[src/rtl/uart_pkg.sv]
// Shared constants and helpers for the parametrised UART receiver.
// No logic here, so no latency.
// No flow control here; the receiver and its FIFO handle backpressure.
package uart_pkg;

    localparam int PAR_NONE = 0;
    localparam int PAR_ODD  = 1;
    localparam int PAR_EVEN = 2;

    typedef logic [2:0] rx_state_t;

    localparam rx_state_t ST_IDLE      = 3'd0;
    localparam rx_state_t ST_START     = 3'd1;
    localparam rx_state_t ST_DATA      = 3'd2;
    localparam rx_state_t ST_PARITY    = 3'd3;
    localparam rx_state_t ST_STOP      = 3'd4;
    localparam rx_state_t ST_WAIT_IDLE = 3'd5;

    // Clock cycles per oversample tick, rounded to nearest and never below 1.
    function automatic int calc_div(input int clk_freq, input int baud, input int oversample);
        int d;
        d = (clk_freq + (baud * oversample) / 2) / (baud * oversample);
        return (d < 1) ? 1 : d;
    endfunction

endpackage

[src/rtl/uart_rx_fifo.sv]
// Synchronous receive FIFO with head word shown combinationally.
// Latency: a pushed word is visible at the head one cycle after the push.
// Backpressure: push while full is dropped unless a pop happens in the same cycle.
module uart_rx_fifo #(
    parameter int WIDTH = 8,
    parameter int DEPTH = 4
) (
    input  logic                     clk,
    input  logic                     reset,
    input  logic                     push,
    input  logic [WIDTH-1:0]         push_dat,
    input  logic                     pop,
    output logic [WIDTH-1:0]         pop_dat,
    output logic [$clog2(DEPTH):0]   count,
    output logic                     full,
    output logic                     empty
);

    localparam int AW = $clog2(DEPTH);
    localparam logic [AW:0] FULL_CNT = DEPTH[AW:0];

    logic [WIDTH-1:0] mem [DEPTH];
    logic [AW-1:0]    wr_ptr;
    logic [AW-1:0]    rd_ptr;
    logic             do_push;
    logic             do_pop;

    assign empty   = (count == '0);
    assign full    = (count == FULL_CNT);
    assign do_pop  = pop && !empty;
    // A pop in the same cycle frees the slot, so a push into a full FIFO still lands.
    assign do_push = push && (!full || do_pop);
    assign pop_dat = mem[rd_ptr];

    always_ff @(posedge clk) begin
        if (reset) begin
            wr_ptr <= '0;
            rd_ptr <= '0;
            count  <= '0;
            for (int i = 0; i < DEPTH; i++) begin
                mem[i] <= '0;
            end
        end else begin
            if (do_push) begin
                mem[wr_ptr] <= push_dat;
                wr_ptr      <= wr_ptr + 1'b1;
            end
            if (do_pop) begin
                rd_ptr <= rd_ptr + 1'b1;
            end
            case ({do_push, do_pop})
                2'b10:   count <= count + 1'b1;
                2'b01:   count <= count - 1'b1;
                default: count <= count;
            endcase
        end
    end

endmodule

[src/rtl/uart_rx_param.sv]
// Parametrised UART receiver: synchroniser, oversample tick, majority-vote FSM, receive FIFO.
// Latency: rx_valid rises one cycle after the decision at mid-point of the last stop bit.
// Backpressure: rx_valid/rx_ready pop; a good frame arriving while the FIFO is full is dropped and sets overrun.
module uart_rx_param
    import uart_pkg::*;
#(
    parameter int CLK_FREQ   = 100_000_000,
    parameter int BAUD       = 9600,
    parameter int DATA_BITS  = 8,
    parameter int PARITY     = 0,
    parameter int STOP_BITS  = 1,
    parameter int OVERSAMPLE = 16,
    parameter int FIFO_DEPTH = 4
) (
    input  logic                          clk,
    input  logic                          reset,
    input  logic                          uart_rx,
    output logic [DATA_BITS-1:0]          rx_data,
    output logic                          rx_valid,
    input  logic                          rx_ready,
    output logic [$clog2(FIFO_DEPTH):0]   fifo_count,
    output logic                          frame_err,
    output logic                          parity_err,
    output logic                          overrun,
    input  logic                          err_clr
);

    localparam int DIV = calc_div(CLK_FREQ, BAUD, OVERSAMPLE);
    localparam int DW  = (DIV > 1) ? $clog2(DIV) : 1;
    localparam int IW  = $clog2(OVERSAMPLE);
    localparam int BW  = $clog2(DATA_BITS);

    localparam logic [DW-1:0] DIV_LAST  = DW'(DIV - 1);
    localparam logic [IW-1:0] S_LO      = IW'(OVERSAMPLE / 2 - 1);
    localparam logic [IW-1:0] S_MID     = IW'(OVERSAMPLE / 2);
    localparam logic [IW-1:0] S_HI      = IW'(OVERSAMPLE / 2 + 1);
    localparam logic [IW-1:0] IDX_LAST  = IW'(OVERSAMPLE - 1);
    localparam logic [BW-1:0] BIT_LAST  = BW'(DATA_BITS - 1);
    localparam logic          STOP_LAST = 1'(STOP_BITS - 1);

    logic                 rx_meta, rx_s, rx_q;
    logic [DW-1:0]        div_cnt;
    logic                 tick;
    rx_state_t            state;
    logic [IW-1:0]        idx;
    logic [BW-1:0]        bit_cnt;
    logic                 stop_cnt;
    logic                 stop_bad;
    logic [DATA_BITS-1:0] shreg;
    logic                 par_bit;
    logic [1:0]           smp;
    logic                 maj, at_mid, at_end, start_edge, decide;
    logic                 frame_bad, par_bad;
    logic                 push_vld, pop_vld, fifo_full, fifo_empty;

    always_ff @(posedge clk) begin
        if (reset) begin
            rx_meta <= 1'b1;
            rx_s    <= 1'b1;
            rx_q    <= 1'b1;
        end else begin
            rx_meta <= uart_rx;
            rx_s    <= rx_meta;
            rx_q    <= rx_s;
        end
    end

    assign start_edge = (state == ST_IDLE) && rx_q && !rx_s;
    assign tick       = (div_cnt == DIV_LAST);

    // Restarting the divider on the start edge phase-aligns every tick to the frame.
    always_ff @(posedge clk) begin
        if (reset || start_edge || tick) begin
            div_cnt <= '0;
        end else begin
            div_cnt <= div_cnt + 1'b1;
        end
    end

    assign maj       = (smp[0] & smp[1]) | (smp[0] & rx_s) | (smp[1] & rx_s);
    assign at_mid    = tick && (idx == S_HI);
    assign at_end    = tick && (idx == IDX_LAST);
    assign decide    = (state == ST_STOP) && at_mid && (stop_cnt == STOP_LAST);
    assign frame_bad = stop_bad | ~maj;
    assign par_bad   = (PARITY != PAR_NONE) && ((^shreg ^ par_bit) != 1'(PARITY == PAR_ODD));
    assign push_vld  = decide && !frame_bad && !par_bad;

    always_ff @(posedge clk) begin
        if (reset) begin
            state      <= ST_IDLE;
            idx        <= '0;
            bit_cnt    <= '0;
            stop_cnt   <= 1'b0;
            stop_bad   <= 1'b0;
            shreg      <= '0;
            par_bit    <= 1'b0;
            smp        <= '0;
            frame_err  <= 1'b0;
            parity_err <= 1'b0;
        end else begin
            frame_err  <= decide && frame_bad;
            parity_err <= decide && par_bad;
            if (tick) begin
                if (idx == S_LO)  smp[0] <= rx_s;
                if (idx == S_MID) smp[1] <= rx_s;
                idx <= (idx == IDX_LAST) ? '0 : idx + 1'b1;
            end
            case (state)
                ST_IDLE: begin
                    if (start_edge) begin
                        state <= ST_START;
                        idx   <= '0;
                    end
                end
                ST_START: begin
                    if (at_mid && maj) begin
                        state <= ST_IDLE;
                    end else if (at_end) begin
                        state   <= ST_DATA;
                        bit_cnt <= '0;
                    end
                end
                ST_DATA: begin
                    if (at_mid) shreg <= {maj, shreg[DATA_BITS-1:1]};
                    if (at_end) begin
                        bit_cnt <= bit_cnt + 1'b1;
                        if (bit_cnt == BIT_LAST) begin
                            state    <= (PARITY != PAR_NONE) ? ST_PARITY : ST_STOP;
                            stop_cnt <= 1'b0;
                            stop_bad <= 1'b0;
                        end
                    end
                end
                ST_PARITY: begin
                    if (at_mid) par_bit <= maj;
                    if (at_end) begin
                        state    <= ST_STOP;
                        stop_cnt <= 1'b0;
                        stop_bad <= 1'b0;
                    end
                end
                ST_STOP: begin
                    // Leave right after the last stop decision so a back-to-back start edge is not missed.
                    if (at_mid) begin
                        if (stop_cnt == STOP_LAST) begin
                            state <= frame_bad ? ST_WAIT_IDLE : ST_IDLE;
                        end else begin
                            stop_bad <= stop_bad | ~maj;
                        end
                    end else if (at_end) begin
                        stop_cnt <= stop_cnt + 1'b1;
                    end
                end
                ST_WAIT_IDLE: begin
                    if (rx_s) state <= ST_IDLE;
                end
                default: state <= ST_IDLE;
            endcase
        end
    end

    assign pop_vld  = rx_valid && rx_ready;
    assign rx_valid = !fifo_empty;

    uart_rx_fifo #(
        .WIDTH (DATA_BITS),
        .DEPTH (FIFO_DEPTH)
    ) u_fifo (
        .clk      (clk),
        .reset    (reset),
        .push     (push_vld),
        .push_dat (shreg),
        .pop      (pop_vld),
        .pop_dat  (rx_data),
        .count    (fifo_count),
        .full     (fifo_full),
        .empty    (fifo_empty)
    );

    // A fresh overrun outranks a simultaneous clear.
    always_ff @(posedge clk) begin
        if (reset) begin
            overrun <= 1'b0;
        end else if (push_vld && fifo_full && !pop_vld) begin
            overrun <= 1'b1;
        end else if (err_clr) begin
            overrun <= 1'b0;
        end
    end

endmodule
[config.mk]
export PLATFORM = sky130hd
export DESIGN_NAME = uart_rx_param
export DESIGN_NICKNAME = d
export VERILOG_FILES = /design/src/rtl/uart_pkg.sv /design/src/rtl/uart_rx_fifo.sv /design/src/rtl/uart_rx_param.sv
export SDC_FILE = /design/constraint.sdc
export NUM_CORES = 1
export LEC_CHECK = 0
export BUFFER_PORTS_ARGS = -buffer_cell sky130_fd_sc_hd__buf_2
export CORE_MARGIN = 2
export CORE_UTILIZATION = 40
export CTS_CLUSTER_SIZE = 25
export DETAILED_ROUTE_END_ITERATION = 8
export GPL_ROUTABILITY_DRIVEN = 0
export MAX_ROUTING_LAYER = met4
export SYNTH_ARGS = -nofsm -noshare
export SYNTH_HDL_FRONTEND = slang
export SYNTH_SLANG_ARGS = --single-unit
[constraint.sdc]
create_clock -name clk -period 4 [get_ports clk]
set_input_delay 0.8 -clock clk [delete_from_list [all_inputs] [get_ports clk]]
set_output_delay 0.8 -clock clk [all_outputs]
set_load 0.02 [all_outputs]
==> results.ini <==
[run_status]
status = finished clean

[critical_path]
r2r_slack_ps = 1140
crit_arrival_ps = 2830
reg2regPathDepth = 6
critPathLaunchType = register
r2r-start = idx[0]$_SDFF_PP0_
crit_required_ps = 3970
end_kind = register
criticalPathCategory = reg2reg
r2r-end = u_fifo.mem[3][4]$_DFFE_PP_
crit_path_max_fanout = 8

[cts]
cts_root_buffer = clkbuf_8
clk_latency_ps = 360
cts_buffer_depth = 2
htreeDepth = 3
cts_setup_buffers = 0
cts-buffers-inserted = 9
cts.sinks = 78
ctsResizeCount = 0
cts_tree = done
postCtsHoldBufs = 0
clk_pin_slew_ps = 80

[timing]
finalCritPeriodShare = 0.715
finClkSkew_ps = 9.76
relSlewSlack = 0.250
setup_viol = 0
max_freq_ghz = 0.349
finalHoldViolations = 0
drv_slew = 0
period_needed_ps = 2860
setup_ws_ps = 1140
rsz0062_at_grt = no
hold_ws_ps = 412
setup_tns_ps = 0
worst_pin_slew_ps = 1110

[pwr]
power_leakage_uw = 0.00148
power.share.clock = 0.393
seqPwrFrac = 0.529
switching_share = 0.246
vdd_drop_max_mv = 0.240
switching_power_uw = 414
p_per_area_nw_per_um2 = 413
p_comb_frac = 0.078
power.internal_uw = 1270

[finish]
multi_input_area_um2 = 1680
final_core_util = 0.462
n_antenna_cell = 0
layout_commonest_cell = dfxtp_1
area_delta_synth_final_pct = 11.3
fillers = 827
seq_area_um2 = 1880
design_area_um2 = 4070
most-common-layout-cells = dfxtp_1, nor2_1, and2_1, edfxtp_1, buf_2
nNetsFinal = 360
drive_above_1_share = 0.176

[detailed_routing]
wl_met1_um = 3170
vias = 2374
drt-pass1-iter-count = 4
drt_iter0_markers = 83
drtAntennaViolNets = 0
viasPerCell = 5.16
wl_per_cell_um = 14.4
highest_layer = met4
route.detailed.drc = 0
routed-wl-met2_um = 3180
wl_met3_um = 229
wl_um = 6650

[hold_path]
min_from = rx_meta$_SDFF_PP1_
hold_path_end = rx_s$_SDFF_PP1_
min_path_type = reg2reg
hold_depth = 1

[yosys]
synth_top_area_share = 0.263
synth-edff-count = 32
dominantRegCellSynth = dfxtp_1
yosysWarnings = 0
ys_seq_elements = 78
syn_area_per_cell_um2 = 11.2
yosysUniqueCellTypes = 59
yosysTopAreaCell = edfxtp_1
synth_area_um2 = 3660
yosysSeqAreaShare = 0.515
synthArstFlopShare = 0
syn_nets = 340
synth_area_leaders = edfxtp_1, dfxtp_1, and2_1
syn_inst = 327

[global_route]
antenna_found_initial = 0
grt_use_total = 0.149
overflow = 0
grt_pass1_wl_um = 11200
grt_max_degree = 38
grt_pass1_vias = 2268

[die]
dieArea_um2 = 9920
initial_utilization = 0.415
row_count = 34
die_w_um = 99.6
die_h_um = 99.6
coreArea_um2 = 8810
io-pin-count = 20

[place]
place_area_um2 = 3850
port_buffers = 18
dp_slack_ps = 1200
dp_hpwl_um = 4620

[flow_run]
cap_violations = 0

## worst max-delay path by stage
stage | cells past startpoint | start | endpoint
floorplan | 4 | rx_ready | u_fifo.mem[0][0]$_SDFFCE_PN0P_
global placement | 6 | idx[0]$_SDFF_PP0_ | u_fifo.mem[3][4]$_DFFE_PP_
detailed placement | 6 | idx[0]$_SDFF_PP0_ | u_fifo.mem[3][5]$_DFFE_PP_
CTS | 6 | idx[0]$_SDFF_PP0_ | u_fifo.mem[3][4]$_DFFE_PP_
global route | 6 | idx[0]$_SDFF_PP0_ | u_fifo.mem[3][4]$_DFFE_PP_
finish | 6 | idx[0]$_SDFF_PP0_ | u_fifo.mem[3][4]$_DFFE_PP_
## area by class of cell
class                      count  area share
sequential                    78       0.462
clock inverter                 6      0.0231
tap                          108      0.0332
inverter                       9     0.00830
multi-input combinational    228       0.414
clock buffer                  10      0.0314
timing repair buffer          21      0.0277
## cells by family (layout without fill, tap and decap cells)
logic type                 count (synthesis)  count (layout)  synth area share
and+or+nand+nor                          148             148             0.245
DFF                                       78              78             0.515
AOI/OAI and AO/OA                         34              34            0.0582
muxes                                     23              23            0.0924
buffers and inverters                     21              46            0.0250
xor gates and xnor gates                  13              13            0.0311
adders and majority gates                  9               9            0.0325
other                                      1               1           0.00103
## metal layers
| layer | up-vias | GRT usage |
|---|---|---|
| li1 | 1204 | - |
| met1 | 1131 | 0.189 |
| met2 | 31 | 0.234 |
| met3 | 8 | 0.0450 |
| met4 | 0 | 0.0411 |
| met5 | - | - |
## power groups by stage
stage	Combinational (uW)	Sequential [uW]	Clock, uW
2_1_floorplan	116	889	0
3_3_place_gp	130	906	0
3_5_place_dp	130	907	0
4_1_cts	132	889	677
5_1_grt	149	894	712
6_report	132	890	660
## registers in the layout (all words and copies together), names as in the netlist, 2 cells and up, named ones only
name / cells
shreg: 8
idx: 4
smp: 2
u_fifo.wr_ptr: 2
u_fifo.rd_ptr: 2
div_cnt: 10
u_fifo.mem: 32
state: 3
u_fifo.count: 3
bit_cnt: 3
## synth_stat cells (all sizes together) (2+ instances only)
cell type / instances
nand2b: 2
dfxtp: 46
mux2: 3
o21ai: 8
nor3: 3
or4: 2
or3: 2
and3: 5
mux2i: 12
nor3b: 2
a22oi: 2
and3b: 2
nor4b: 4
nor4: 3
nand2: 13
a21o: 2
nand3: 8
clkbuf: 7
nand4: 4
o211ai: 4
xnor2: 7
inv: 9
a21oi: 10
buf: 5
xor2: 6
mux4: 8
a31oi: 2
nor2: 44
nor2b: 4
o31ai: 2
and2: 35
and4: 3
or2: 4
nand4b: 2
edfxtp: 32
ha: 7
and2b: 2
## worst max-delay path: stages (launching register included)
cell	delay, ps
dfxtp_1	440
ha_1	180
and3b_1	280
nand4_1	240
nor3b_1	360
nand2_1	110
o21ai_0	880
## through the flow
step / power [uW] / instances
2_1_floorplan: 1010 / 327
3_3_place_gp: 1040 / 444
3_5_place_dp: 1040 / 444
4_1_cts: 1700 / 460
5_1_grt: 1750 / 460
6_report: 1680 / 460
(Power assumes the default switching activity.)
